[src/rtl/game_state_ctrl.sv]
`default_nettype none
// ============================================================================
//  Module   : game_state_ctrl
//  Purpose  : Top-level game-flow controller. Drives gameState (START/PLAY/
//             OVER/WIN), the free-running FrameCount, the lives counter,
//             post-hit invulnerability, the end-screen hold timer, and a
//             debounced start button.
//  Options  : GAME_STATE_PAUSE_EN adds pause_btn / paused (debounced pause
//             toggle while in PLAY).
//  Revision : 1.0 - initial release
// ============================================================================

// Debouncer: the accepted level changes only after FRAMES consecutive
// samples that differ from it; press_o pulses for one cycle on a 0->1 change.
module game_state_debounce #(
  parameter int FRAMES = 3
) (
  input  logic clk_i,
  input  logic rst_i,
  input  logic btn_i,
  output logic press_o
);

  localparam int CW = (FRAMES < 2) ? 1 : $clog2(FRAMES + 1);

  logic [CW-1:0] cnt_q;
  logic          stable_q;
  logic          press_q;

  // Count disagreeing samples; accept the new level on the FRAMES-th one.
  always_ff @(posedge clk_i) begin
    if (rst_i) begin
      cnt_q    <= '0;
      stable_q <= 1'b0;
      press_q  <= 1'b0;
    end else begin
      press_q <= 1'b0;
      if (btn_i == stable_q) begin
        cnt_q <= '0;
      end else if (cnt_q == CW'(FRAMES - 1)) begin
        cnt_q    <= '0;
        stable_q <= btn_i;
        press_q  <= btn_i;
      end else begin
        cnt_q <= cnt_q + 1'b1;
      end
    end
  end

  assign press_o = press_q;

endmodule

module game_state_ctrl #(
  parameter int LIVES_INIT      = 3,
  parameter int DEBOUNCE_FRAMES = 3,
  parameter int RESPAWN_FRAMES  = 120,
  parameter int END_HOLD_FRAMES = 240
) (
  input  logic       frame_Clk,
  input  logic       Reset,
`ifdef GAME_STATE_PAUSE_EN
  input  logic       pause_btn,
  output logic       paused,
`endif
  input  logic       start_btn,
  input  logic       player_hit,
  input  logic       level_clear,
  output logic [1:0] gameState,
  output logic [5:0] FrameCount,
  output logic [1:0] lives,
  output logic       invuln,
  output logic       game_reset,
  output logic       respawn
);

  localparam int RESP_W = $clog2(RESPAWN_FRAMES + 1);
  localparam int HOLD_W = $clog2(END_HOLD_FRAMES + 1);

  localparam logic [RESP_W-1:0] RESP_LOAD  = RESP_W'(RESPAWN_FRAMES);
  localparam logic [HOLD_W-1:0] HOLD_LOAD  = HOLD_W'(END_HOLD_FRAMES);
  localparam logic [1:0]        LIVES_LOAD = 2'(LIVES_INIT);

  typedef enum logic [1:0] {
    ST_START = 2'b00,
    ST_PLAY  = 2'b01,
    ST_OVER  = 2'b10,
    ST_WIN   = 2'b11
  } state_t;

  state_t            state_q;
  logic [5:0]        frame_cnt_q;
  logic [1:0]        lives_q;
  logic [RESP_W-1:0] resp_tmr_q;
  logic [RESP_W-1:0] resp_tmr_d;
  logic [HOLD_W-1:0] hold_q;
  logic              invuln_q;
  logic              game_reset_q;
  logic              respawn_q;
  logic              start_press;
  logic              frozen;

  game_state_debounce #(.FRAMES(DEBOUNCE_FRAMES)) u_start_db (
    .clk_i   (frame_Clk),
    .rst_i   (Reset),
    .btn_i   (start_btn),
    .press_o (start_press)
  );

`ifdef GAME_STATE_PAUSE_EN
  logic pause_press;
  logic paused_q;

  game_state_debounce #(.FRAMES(DEBOUNCE_FRAMES)) u_pause_db (
    .clk_i   (frame_Clk),
    .rst_i   (Reset),
    .btn_i   (pause_btn),
    .press_o (pause_press)
  );

  assign frozen = paused_q;
  assign paused = paused_q;
`else
  assign frozen = 1'b0;
`endif

  // Free-running frame counter; never stalls, wraps naturally at 63.
  always_ff @(posedge frame_Clk) begin
    if (Reset) frame_cnt_q <= '0;
    else       frame_cnt_q <= frame_cnt_q + 6'd1;
  end

  // Saturating decrement of the respawn timer.
  always_comb begin
    resp_tmr_d = resp_tmr_q;
    if (resp_tmr_q != '0) resp_tmr_d = resp_tmr_q - 1'b1;
  end

  // Game-flow state machine with registered outputs.
  always_ff @(posedge frame_Clk) begin
    if (Reset) begin
      state_q      <= ST_START;
      lives_q      <= '0;
      resp_tmr_q   <= '0;
      hold_q       <= '0;
      invuln_q     <= 1'b0;
      game_reset_q <= 1'b0;
      respawn_q    <= 1'b0;
`ifdef GAME_STATE_PAUSE_EN
      paused_q     <= 1'b0;
`endif
    end else begin
      game_reset_q <= 1'b0;
      respawn_q    <= 1'b0;
`ifdef GAME_STATE_PAUSE_EN
      if (state_q != ST_PLAY) paused_q <= 1'b0;
      else if (pause_press)   paused_q <= ~paused_q;
`endif
      unique case (state_q)
        ST_START: begin
          if (start_press) begin
            state_q      <= ST_PLAY;
            lives_q      <= LIVES_LOAD;
            resp_tmr_q   <= RESP_LOAD;
            invuln_q     <= (RESP_LOAD != '0);
            game_reset_q <= 1'b1;
          end
        end
        ST_PLAY: begin
          if (!frozen) begin
            // Level end wins over a simultaneous hit; the timer is cleared on
            // exit so invulnerability never leaks into the end screens.
            if (level_clear) begin
              state_q    <= ST_WIN;
              hold_q     <= HOLD_LOAD;
              resp_tmr_q <= '0;
              invuln_q   <= 1'b0;
`ifdef GAME_STATE_PAUSE_EN
              paused_q   <= 1'b0;
`endif
            end else if (player_hit && !invuln_q) begin
              if (lives_q <= 2'd1) begin
                state_q    <= ST_OVER;
                lives_q    <= '0;
                hold_q     <= HOLD_LOAD;
                resp_tmr_q <= '0;
                invuln_q   <= 1'b0;
`ifdef GAME_STATE_PAUSE_EN
                paused_q   <= 1'b0;
`endif
              end else begin
                lives_q    <= lives_q - 2'd1;
                resp_tmr_q <= RESP_LOAD;
                invuln_q   <= (RESP_LOAD != '0);
                respawn_q  <= 1'b1;
              end
            end else begin
              resp_tmr_q <= resp_tmr_d;
              invuln_q   <= (resp_tmr_d != '0);
            end
          end
        end
        ST_OVER, ST_WIN: begin
          // start_press is deliberately ignored here so the losing press
          // cannot skip the end screen.
          if (hold_q <= HOLD_W'(1)) begin
            state_q <= ST_START;
            hold_q  <= '0;
          end else begin
            hold_q <= hold_q - 1'b1;
          end
        end
      endcase
    end
  end

  assign gameState  = state_q;
  assign FrameCount = frame_cnt_q;
  assign lives      = lives_q;
  assign invuln     = invuln_q;
  assign game_reset = game_reset_q;
  assign respawn    = respawn_q;

endmodule

`default_nettype wire

[config.mk]
export PLATFORM = sky130hd
export DESIGN_NAME = game_state_ctrl
export DESIGN_NICKNAME = d
export VERILOG_FILES = /design/src/rtl/game_state_ctrl.sv
export SDC_FILE = /design/constraint.sdc
export NUM_CORES = 1
export LEC_CHECK = 0
export ABC_AREA = 1
export BUFFER_PORTS_ARGS = -buffer_cell sky130_fd_sc_hd__buf_2
export CORE_ASPECT_RATIO = 1.25
export CORE_MARGIN = 1
export CORE_UTILIZATION = 45
export CTS_CLUSTER_SIZE = 14
export DETAILED_ROUTE_END_ITERATION = 8
export PLACE_DENSITY_LB_ADDON = 0.12
export SYNTH_ARGS = -nofsm -noshare
export SYNTH_HDL_FRONTEND = slang
export SYNTH_HIERARCHICAL = 1
export SYNTH_SLANG_ARGS = --single-unit
export TNS_END_PERCENT = 100
[constraint.sdc]
create_clock -name frame_Clk -period 1.5 [get_ports frame_Clk]
set_input_delay 0 -clock frame_Clk [delete_from_list [all_inputs] [get_ports frame_Clk]]
set_output_delay 0 -clock frame_Clk [all_outputs]
set_load 0.01 [all_outputs]
==> metrics <==
CTS tree=built; Buffers on Ports=17; endpoints failing setup=0; sequential cell area=642 um^2; Power Total=0.00223 W; measured slew at the worst slew-check pin=421 ps; most used cell, CP=nand2_1; Die Y=70.9 um; Reg2Reg Depth=11; Max-Cap Viols=0; Final GP Congestion=0.808; fillcell total=362; RR Startpoint=resp_tmr_q[0]; Die W=57.1 um; Cell Rows=24; Yosys cell types=30; Top FF cell, synth=dfxtp_1; final worst slack=75.4 ps; hold slack=50.3 ps; Clock Latency Late Sink=290 ps; setup TNS=0 ps; LEAKAGE=0.900 nW; Critical Path AT=1600 ps; Critical Path End Type=register; Yosys top cell by area=dfxtp_1; Reg2Reg Setup Slack=80 ps; crit-path leading delay family=simple AND/OR/NAND/NOR gates; Synth area leaders=dfxtp_1 (38%), nand2_1 (9.9%), inv_1 (6.2%); Max Transition Viols Final=0; Post-Syn Instances=231; initial antenna violation count=0; CP required=1680 ps; slew margin rel.=71.9%; Worst Setup Path Type=reg2reg; Avg Cell Area, Syn=7.39 um^2; diode count=0; vias in the first global route=1402; Routed WL=3320 um; fmax=0.702 GHz; GRT Total Usage=18.8%; fin crit period=1420 ps; DRC=2; clk buf depth=2; post-synthesis register bit count=32; Post CTS Setup Buffer Count=0; Nets=269; RSZ-0062 raised after global routing=yes; Starting Density=48.2%; Mapped Area=0.00171 mm^2; Die ar.=0.00405 mm^2; GRT Residual Overflow=0; min-delay worst type=in2reg; Hold Path Sink=FrameCount[0]; share of cells above drive strength 1=23.6%; Core ar.=0.00354 mm^2; clock skew=5.13 ps; Worst setup SP type=register; CTS Root Cell=clkbuf_8; Worst Min Path Start=Reset; I/O pins=18; status=finished with violations; Routed Antenna Nets=0; number of enable flip-flop cells after synthesis=0; post-synth top area share=37.5%; worst slack at placement=63.2 ps; CP max stage cell=dfxtp_2; largest net degree at the start of global routing=16; clock slew at reported path FFs=70 ps; clk sink count=32; Tcrit/Tclk final=95.0%; violated checks=design-rule violations; Area after DPL=0.00186 mm^2; max incr delay on CP=330 ps; Hold Path Cell Cnt=2; Pre-antenna DRT Iters=6; Seq/Total Area, Yosys=37.5%; first-pass GRT wire length=5780 um; Detailed Place HPWL=2530 um; crit path cell chain=inv_2 -> ha_1 -> inv_1 -> nor2_4 -> nand3_4 -> nand2_1 -> nand2_1 -> nor2_1 -> nand3_1 -> nand2_1 -> a21oi_2; DR iter-0 viols=90; Worst Path Max Fanout=7; CTS Buf Count=5; PD cells=1120 mW/mm^2; Multi-input gate area=942 um^2; CP bufs+invs=2; VDD IR-drop max=0.566 mV; vias post-DR=1500; design area=0.00199 mm^2; Syn. warnings=6; syn_nets=242; fraction of registers with async set/reset=0%; Area Overhead vs Synth=16.6%; H-tree levels=2; Avg Vias per Cell=5.03; Hold Vio Cnt, Final=0; worst r2r dst=invuln; Wirelength per Cell=11.1 um
-- synthesized netlist by cell type, types with 3 or more instances --
library cell,n
a21oi_1,18
dfxtp_1,32
ha_1,6
inv_1,28
nand2_1,45
nand2_2,3
nand2_4,4
nand3_1,14
nand4_1,6
nor2_1,23
nor2_2,5
nor2_4,3
nor3_1,4
o21ai_0,16
xor2_1,4
-- cell families (layout without fill, tap and decap cells) --
family                     Yosys count  after routing  share of synthesized area (%)
DFF                                 32             32                           37.5
and+or+nand+nor                    115            115                           34.9
xor gates and xnor gates             6              6                           3.08
AOI/OAI and AO/OA                   38             38                           12.2
adders and majority gates            6              6                           4.40
buffers and inverters               34             62                           7.84
-- sequential cells by signal (all words and copies together) (netlist names), 2 cells and up --
register and flops:
FrameCount 6, gameState 2, hold_q 8, lives 2
resp_tmr_q 7, u_start_db/cnt_q 2
-- worst register-to-register path, stage by stage (launching register included) --
cell and delay [ps]:
dfxtp_2 330, inv_2 60, ha_1 130, inv_1 60, nor2_4 150, nand3_4 120
nand2_1 80, nand2_1 70, nor2_1 100, nand3_1 80, nand2_1 70, a21oi_2 50
-- area by class of cell --
class,instances,share of cell area [%]
Clock buffer,6,3.65
Clock inverter,2,1.76
Inverter,32,6.29
Multi-Input combinational cell,165,47.3
Sequential cell,32,32.2
Tap cell,39,2.45
Timing Repair Buffer,22,6.29
-- metrics by stage --
step                instances  utilization, %
floorplan                 231               -
global placement          289            52.6
detailed placement        289            52.6
CTS                       298            55.9
global route              298            56.2
finish                    298            56.2
-- worst max-delay path by stage --
stage / start / cells after the start / endpoint / slack (ps)
floorplan: resp_tmr_q[0] / 11 / invuln / 140
global placement: resp_tmr_q[0] / 9 / invuln / 60
detailed placement: resp_tmr_q[0] / 9 / invuln / 60
CTS: resp_tmr_q[0] / 9 / invuln / 50
global route: resp_tmr_q[0] / 11 / invuln / -10
finish: resp_tmr_q[0] / 11 / invuln / 80
-- placed cells by master, fill, tap and decap left out, types with 3 or more instances in the layout --
cell / n
nand2_1: 43
dfxtp_1: 31
inv_1: 27
nor2_1: 23
a21oi_1: 17
buf_2: 17
o21ai_0: 16
nand3_1: 14
nand4_1: 6
ha_1: 6
nor2_2: 5
nand2_2: 5
clkbuf_8: 5
xor2_1: 4
nand2_4: 4
nor3_1: 4
buf_4: 4
inv_2: 3
nor2_4: 3
-- routing by layer --
metal  vias to the layer above  GRT usage, %  share of wire, %  wire length, um
li1                        806             -                 -                -
met4                         0          10.0               2.3               75
met3                         6          4.94               2.4               80
met1                       672          19.6                44             1450
met2                        16          33.9                52             1710
met5                         -             0                 0                0
-- power breakdown --
group / switching, W / leakage (nW) / internal, W / total (W)
combinational: 0.000289 / 0.585 / 0.000199 / 0.000487
clock: 0.000321 / 0.0552 / 0.000492 / 0.000813
sequential: 0.0000384 / 0.260 / 0.000890 / 0.000929
total: 0.000648 / 0.900 / 0.00158 / 0.00223
-- repair_timing --
action,4_1_cts,5_1_grt
endpoints found under the setup margin,0,5
hold buffers,1,0
resized for setup,0,5
hold endpoints to repair,2,0
Power figures use the tool's default switching activity.
